**src/rtl/serial_rx_sync_pkg.sv**
```systemverilog
// rtl/serial_rx_sync_pkg.sv - symbol constants and receiver state encoding shared with the transmitter
package serial_rx_sync_pkg;
  localparam logic [7:0] COM      = 8'hBC;
  localparam logic [7:0] IDL      = 8'h7C;
  localparam logic [2:0] COM_LOCK = 3'd4;

  typedef enum logic [1:0] {
    SEARCH = 2'd0,
    ALIGN  = 2'd1,
    LOCKED = 2'd2
  } rx_state_e;
endpackage

```
**src/rtl/serial_rx_sync_symbol_detect.sv**
```systemverilog
// rtl/serial_rx_sync_symbol_detect.sv - serial shift register and COM/IDL window compare
module symbol_detect
  import serial_rx_sync_pkg::*;
(
  input  logic       clk_32f,
  input  logic       reset,
  input  logic       serial_in,
  output logic [7:0] w,
  output logic       is_com,
  output logic       is_idl
);

  // The oldest shifted bit never reaches the window, so only seven are kept.
  logic [6:0] sr_q, sr_d;

  assign w      = {sr_q, serial_in};
  assign is_com = (w == COM);
  assign is_idl = (w == IDL);

  always_comb begin
    sr_d = w[6:0];
  end

  always_ff @(posedge clk_32f or negedge reset) begin
    if (!reset) begin
      sr_q <= '0;
    end else begin
      sr_q <= sr_d;
    end
  end

endmodule

```
**src/rtl/serial_rx_sync.sv**
```systemverilog
// rtl/serial_rx_sync.sv - COM-aligned byte receiver for one PHY lane
// Optional RX_BYTE_CNT_EN adds rx_count, a saturating count of delivered bytes.
module serial_rx_sync
  import serial_rx_sync_pkg::*;
(
  input  logic        clk_32f,
  input  logic        reset,
  input  logic        serial_in,
  input  logic        sincronizar_bus,
  output logic [7:0]  data_out,
  output logic        valid_out,
  output logic        active
`ifdef RX_BYTE_CNT_EN
  ,
  output logic [15:0] rx_count
`endif
);

  logic [7:0] w;
  logic       is_com, is_idl, boundary;
  rx_state_e  state_q, state_d;
  logic [2:0] bit_cnt_q, bit_cnt_d;
  logic [2:0] com_cnt_q, com_cnt_d;
  logic [7:0] data_q, data_d;
  logic       valid_q, valid_d;
  logic       active_q, active_d;

  symbol_detect u_symbol_detect (
    .clk_32f   (clk_32f),
    .reset     (reset),
    .serial_in (serial_in),
    .w         (w),
    .is_com    (is_com),
    .is_idl    (is_idl)
  );

  assign boundary = (bit_cnt_q == 3'd7);

  always_comb begin
    state_d   = state_q;
    bit_cnt_d = bit_cnt_q + 3'd1;
    com_cnt_d = com_cnt_q;
    data_d    = data_q;
    valid_d   = 1'b0;
    active_d  = active_q;
    // Resync outranks everything, including a lock or byte completing this cycle.
    if (sincronizar_bus) begin
      state_d   = SEARCH;
      bit_cnt_d = '0;
      com_cnt_d = '0;
      active_d  = 1'b0;
    end else begin
      case (state_q)
        SEARCH: begin
          if (is_com) begin
            bit_cnt_d = '0;
            com_cnt_d = 3'd1;
            state_d   = ALIGN;
          end
        end
        ALIGN: begin
          if (boundary) begin
            if (is_com) begin
              com_cnt_d = com_cnt_q + 3'd1;
              if (com_cnt_d == COM_LOCK) begin
                state_d  = LOCKED;
                active_d = 1'b1;
              end
            end else begin
              state_d   = SEARCH;
              com_cnt_d = '0;
            end
          end
        end
        LOCKED: begin
          if (boundary && !is_com && !is_idl) begin
            data_d  = w;
            valid_d = 1'b1;
          end
        end
        default: begin
          state_d = SEARCH;
        end
      endcase
    end
  end

  always_ff @(posedge clk_32f or negedge reset) begin
    if (!reset) begin
      state_q   <= SEARCH;
      bit_cnt_q <= '0;
      com_cnt_q <= '0;
      data_q    <= '0;
      valid_q   <= 1'b0;
      active_q  <= 1'b0;
    end else begin
      state_q   <= state_d;
      bit_cnt_q <= bit_cnt_d;
      com_cnt_q <= com_cnt_d;
      data_q    <= data_d;
      valid_q   <= valid_d;
      active_q  <= active_d;
    end
  end

  assign data_out  = data_q;
  assign valid_out = valid_q;
  assign active    = active_q;

`ifdef RX_BYTE_CNT_EN
  logic [15:0] rx_count_q, rx_count_d;

  always_comb begin
    rx_count_d = rx_count_q;
    if (sincronizar_bus) begin
      rx_count_d = '0;
    end else if (valid_d && rx_count_q != 16'hFFFF) begin
      rx_count_d = rx_count_q + 16'd1;
    end
  end

  always_ff @(posedge clk_32f or negedge reset) begin
    if (!reset) begin
      rx_count_q <= '0;
    end else begin
      rx_count_q <= rx_count_d;
    end
  end

  assign rx_count = rx_count_q;
`endif

endmodule
```
**config.mk**
```make
export PLATFORM = sky130hd
export DESIGN_NAME = serial_rx_sync
export DESIGN_NICKNAME = d
export VERILOG_FILES = /design/src/rtl/serial_rx_sync_pkg.sv /design/src/rtl/serial_rx_sync_symbol_detect.sv /design/src/rtl/serial_rx_sync.sv
export SDC_FILE = /design/constraint.sdc
export NUM_CORES = 1
export LEC_CHECK = 0
export BUFFER_PORTS_ARGS = -buffer_cell sky130_fd_sc_hd__buf_2
export CORE_MARGIN = 2
export CORE_UTILIZATION = 25
export DETAILED_ROUTE_END_ITERATION = 6
export SLEW_MARGIN = 20
export SYNTH_ARGS = -nofsm -noshare
export SYNTH_HDL_FRONTEND = slang
export SYNTH_SLANG_ARGS = --single-unit
```
**constraint.sdc**
```tcl
create_clock -name clk_32f -period 5 [get_ports clk_32f]
set_clock_uncertainty 0.15 [all_clocks]
set_input_delay 0.25 -clock clk_32f [delete_from_list [all_inputs] [get_ports clk_32f]]
set_output_delay 0.25 -clock clk_32f [all_outputs]
set_load 0.01 [all_outputs]
```
**Word level (Yosys, flattened, before mapping)**

Index checks and enable logic that the tools add are counted.

- Register bits after elaboration: 25
- Input bits: 4

- Add/subtract/negate cells: 2
- Eq/ne operators: 10
- Mux-type cells: 22
- Bitwise operators: 1
- Reductions and logical operators: 14

Operator list:

| operator | count |
|---|---|
| $mux 3 | 7 |
| $mux 2 | 5 |
| $eq 8x7->1 const B | 1 |
| $eq 8x8->1 const B | 1 |
| $mux 1 | 8 |
| $reduce_and 4->1 | 2 |
| $reduce_bool 2->1 | 4 |
| $add 3x1->3 const B | 2 |
| $eq 3x3->1 const B | 2 |
| $ne 3x3->1 const B | 2 |
| $pmux 2 s3 | 1 |
| $pmux 3 s2 | 1 |
| $reduce_and 3->1 | 2 |
| $ne 4x4->1 const B | 1 |
| $reduce_bool 3->1 | 1 |
| $eq 2x1->1 const B | 1 |
| $eq 2x2->1 const B | 1 |
| $logic_and 1x1->1 | 2 |
| $logic_not 1->1 | 2 |
| $logic_not 2->1 | 1 |
| $ne 2x2->1 const B | 1 |
| $not 1->1 | 1 |

**Depth between registers and ports, before layout**

- Depth in word-level cells: 7
- Mapped depth: 6
- Depth with buffers taken out: 6

**Hierarchy**

Synthesis repeated with hierarchy kept, for this count alone.

- Cells, all modules: 80
- Area total of the unflattened synthesis: 1,058.5 um2

Modules (own cells, without submodules):

| module | times used | cells an instance | area an instance (um2) |
|---|---|---|---|
| serial_rx_sync | 1 | 67 | 835.8 |
| symbol_detect | 1 | 13 | 222.7 |

**Worst setup path after synthesis**

No wires, ideal clock.

- Path kind: reg2reg
- From: register bit_cnt_q[0]
- To: register data_q[0], in the netlist data_out[0]
- Library setup time: 0.125 ns
- Arrival: 1.501 ns
- Data required time: 4.725 ns
- Slack: 3.224 ns
- Stages on the path, launching flop included: 6
- Clock period less this slack: 1.776 ns
- Cells stage by stage: dfrtp_1 ha_1 ha_1 nand4_2 a41oi_4 mux2_2

- Word-level cells in the longest chain between the ends: 4

Ends and longest elaborated chain:

| what | RTL line | text |
|---|---|---|
| start: declaration | serial_rx_sync.sv:22 | `logic [2:0] bit_cnt_q, bit_cnt_d;` |
| start signal: assignment | serial_rx_sync.sv:98 | `bit_cnt_q <= bit_cnt_d;` |
| $eq 3x3->1 | serial_rx_sync.sv:37 | `assign boundary = (bit_cnt_q == 3'd7);` |
| $logic_and 1x1->1 (2 in a row) | serial_rx_sync.sv:76 | `if (boundary && !is_com && !is_idl) begin` |
| $reduce_and 3->1 (no source line) | - |  |
| end signal: assignment | serial_rx_sync.sv:100 | `data_q <= data_d;` |
| end: declaration | serial_rx_sync.sv:24 | `logic [7:0] data_q, data_d;` |

Every way passes these cells.
A chain may end at the register's enable or synchronous reset.

**Worst setup path after layout**

- From: register bit_cnt_q[0]
- To: register data_q[6], in the netlist data_out[6]

Same word-level chain as after synthesis.

==> results.sh <==
export IMPL_status="complete, no violations"
export IMPL_syn_num_nets=92
export IMPL_drt_initial_drc_count=51
export IMPL_layout_commonest_cell="dfrtp_1"
export IMPL_synth_edf_count=0
export IMPL_finalCritPeriodShare=0.3897
export IMPL_viasPerCell=4.467
export IMPL_endpoint_kind="register"
export IMPL_finalNetCount=109
export IMPL_critical_path_slowest_cell="a41oi_4"
export IMPL_drt_antenna_violating_nets=0
export IMPL_grt_max_degree=26
export IMPL_diodes=0
export IMPL_grt_use_total=0.08508
export IMPL_power_static_leakage_nw=0.6148
export IMPL_numPortBuffers=13
export IMPL_syn_inst=84
export IMPL_first_pass_iters=4
export IMPL_critPathMaxFanout=9
export IMPL_area_delta_synth_final_pct=15.90
export IMPL_grt_pass1_vias=685
export IMPL_rsz0062_at_grt="no"
export IMPL_hold_viol=0
export IMPL_overflow=0
export IMPL_synth_top_area_share=0.5721
export IMPL_synth_top_area_cell="dfrtp_1"
export IMPL_h_tree_depth=1
export IMPL_worst_pin_slew_ns=0.5517
export IMPL_drc=0
export IMPL_postCtsSetupBuffers=0
export IMPL_finalCriticalPeriod_ns=1.948
export IMPL_relSlewSlack=0.6322
export IMPL_seq_area_frac_synth=0.5721
export IMPL_drive_gt1_frac=0.3200
export IMPL_p_total_uw=352.9
export IMPL_clock_path_buffers=2
export IMPL_rows=24
export IMPL_cts_resized=0
export IMPL_numCtsBuffers=3
export IMPL_layout_common_cells="dfrtp_1, buf_2, mux2_2, a21oi_1, inv_1"
export IMPL_gp_congestion=0.8209
export IMPL_vias=679
export IMPL_finalSetupTns_ns=0
export IMPL_wl_um=1971
export IMPL_synth_area_mm2=0.001094
export IMPL_worst_path_largest_cell_delay_ns=0.39
export IMPL_routedWlPerCell_um=12.97
export IMPL_worst_ep_required_time_ns=5.02
export IMPL_synth_flop_cell="dfrtp_1"
export IMPL_clock_latency_ns=0.27
export IMPL_fmax_mhz=513.3
export IMPL_initial_utilization=0.2547
export IMPL_critPathLaunchType="register"
export IMPL_dp_cells=146
export IMPL_p_per_area_mw_per_mm2=278.4
export IMPL_ys_top_cells_by_area="dfrtp_1, mux2_2, ha_1, a41oi_4, a21oi_1"
export IMPL_ys_ff_latch=25
export IMPL_synth_warnings=0
export IMPL_setup_violations=0
export IMPL_crit_top_cell="ha_1"
export IMPL_async_flop_share=1.000
export IMPL_antenna_found_initial=0
export IMPL_dp_hpwl_um=1407
export IMPL_critical_path_cell_chain="ha_1 -> ha_1 -> nand4_2 -> a41oi_4 -> mux2_2"
export IMPL_max_cap_viol_count=0
export IMPL_avgSynthCellArea_um2=13.02
export IMPL_ys_types=32
export IMPL_dieArea_mm2=0.004919
export IMPL_stdcell_count=152
export IMPL_cts_tree="yes"
export IMPL_cp_num_buf_inv=0
export IMPL_post_route_util=0.2952
export IMPL_ir_drop_mv=0.1071
export IMPL_slew_viol_final=0
export IMPL_die_h_um=70.14
export IMPL_clkTransAtPathRegs_ns=0.10
export IMPL_cp_data_arrival_time_ns=1.97
export IMPL_die_x_um=70.14
export IMPL_grt_pass1_wl_um=3284
export IMPL_io_pins=14
export IMPL_cts_root_buf="clkbuf_8"
export IMPL_path_class="register to register"
export IMPL_crit_family="compound AO/OA/AOI/OAI gates"
export IMPL_worstHoldPathType="input pin to register"
export IMPL_core_area_mm2=0.004294
export IMPL_cts_sinks=25
-- kinds of logic (layout without fill, tap and decap cells) --
group / after synthesis / in the layout / synth area share
AOI/OAI and AO/OA: 15 / 15 / 0.1156
xor gates and xnor gates: 2 / 2 / 0.01602
adders and majority gates: 4 / 4 / 0.04577
buffers and inverters: 9 / 25 / 0.04462
DFF: 25 / 25 / 0.5721
muxes: 6 / 6 / 0.06178
and+or+nand+nor: 23 / 23 / 0.1442
-- per-stage QoR --
step / instance area (um2) / hold slack (ns) / worst slack, ns
after floorplan: 1094 / -0.1956 / 3.224
after global placement: 1197 / 0.1087 / 3.130
after detailed placement: 1197 / 0.1273 / 3.041
after CTS: 1267 / 0.1263 / 3.031
after global routing: 1267 / 0.1373 / 2.883
final: 1267 / 0.1304 / 3.052
-- Yosys cell counts (all sizes together), types with 2 or more instances --
| cell type | n |
|---|---|
| o21ai | 3 |
| and2 | 2 |
| ha | 4 |
| nor2 | 2 |
| o22a | 2 |
| nand2 | 3 |
| a21oi | 5 |
| nor2b | 4 |
| xor2 | 2 |
| buf | 2 |
| dfrtp | 25 |
| inv | 5 |
| nand3 | 2 |
| mux2 | 6 |
-- where the power goes --
group / internal (mW) / switching [mW] / total, mW
clock network: 0.0585 / 0.0706 / 0.129
logic: 0.00484 / 0.00853 / 0.0134
registers: 0.207 / 0.00366 / 0.211
-- routing by layer --
metal / vias to the layer above / wire length (um) / track usage
met5: - / 0 / 0
met4: 0 / 9 / 0.02564
met3: 2 / 98 / 0.03030
met2: 11 / 952 / 0.1344
met1: 339 / 910 / 0.1096
li1: 327 / - / -
-- final timing paths --
kind,from,to,slack [ns],cells after the start
min in group asynchronous,reset,com_cnt_q[2],0.33,2
max,bit_cnt_q[0],data_out[6],3.05,5
min reg2reg,u_symbol_detect.sr_q[0],u_symbol_detect.sr_q[1],0.25,0
max in group asynchronous,reset,com_cnt_q[0],4.00,2
min,sincronizar_bus,state_q[1],0.13,2
max reg2reg,bit_cnt_q[0],data_out[6],3.05,5
-- final cells by class --
class                   instances  area (um2)
repair buffers                 15       85.08
clock inverters                 1       8.758
well taps                      52       65.06
inverters                       6       22.52
flip-flops and latches         25       625.6
clock buffers                   3       41.29
multi-input cells              50       419.2
fillers                       444        3027
-- state kept, by name (all words and copies together), names as in the netlist --
register and flops:
valid_out 1, data_out 8, com_cnt_q 3, state_q 2, bit_cnt_q 3, u_symbol_detect.sr_q 7, active 1
-- what timing repair did --
item | 4_1_cts | 5_1_grt
hold buffers | 2 | 0
endpoints found under the setup margin | 0 | 0
endpoints found under the hold margin | 26 | 0
(Power assumes the default switching activity.)
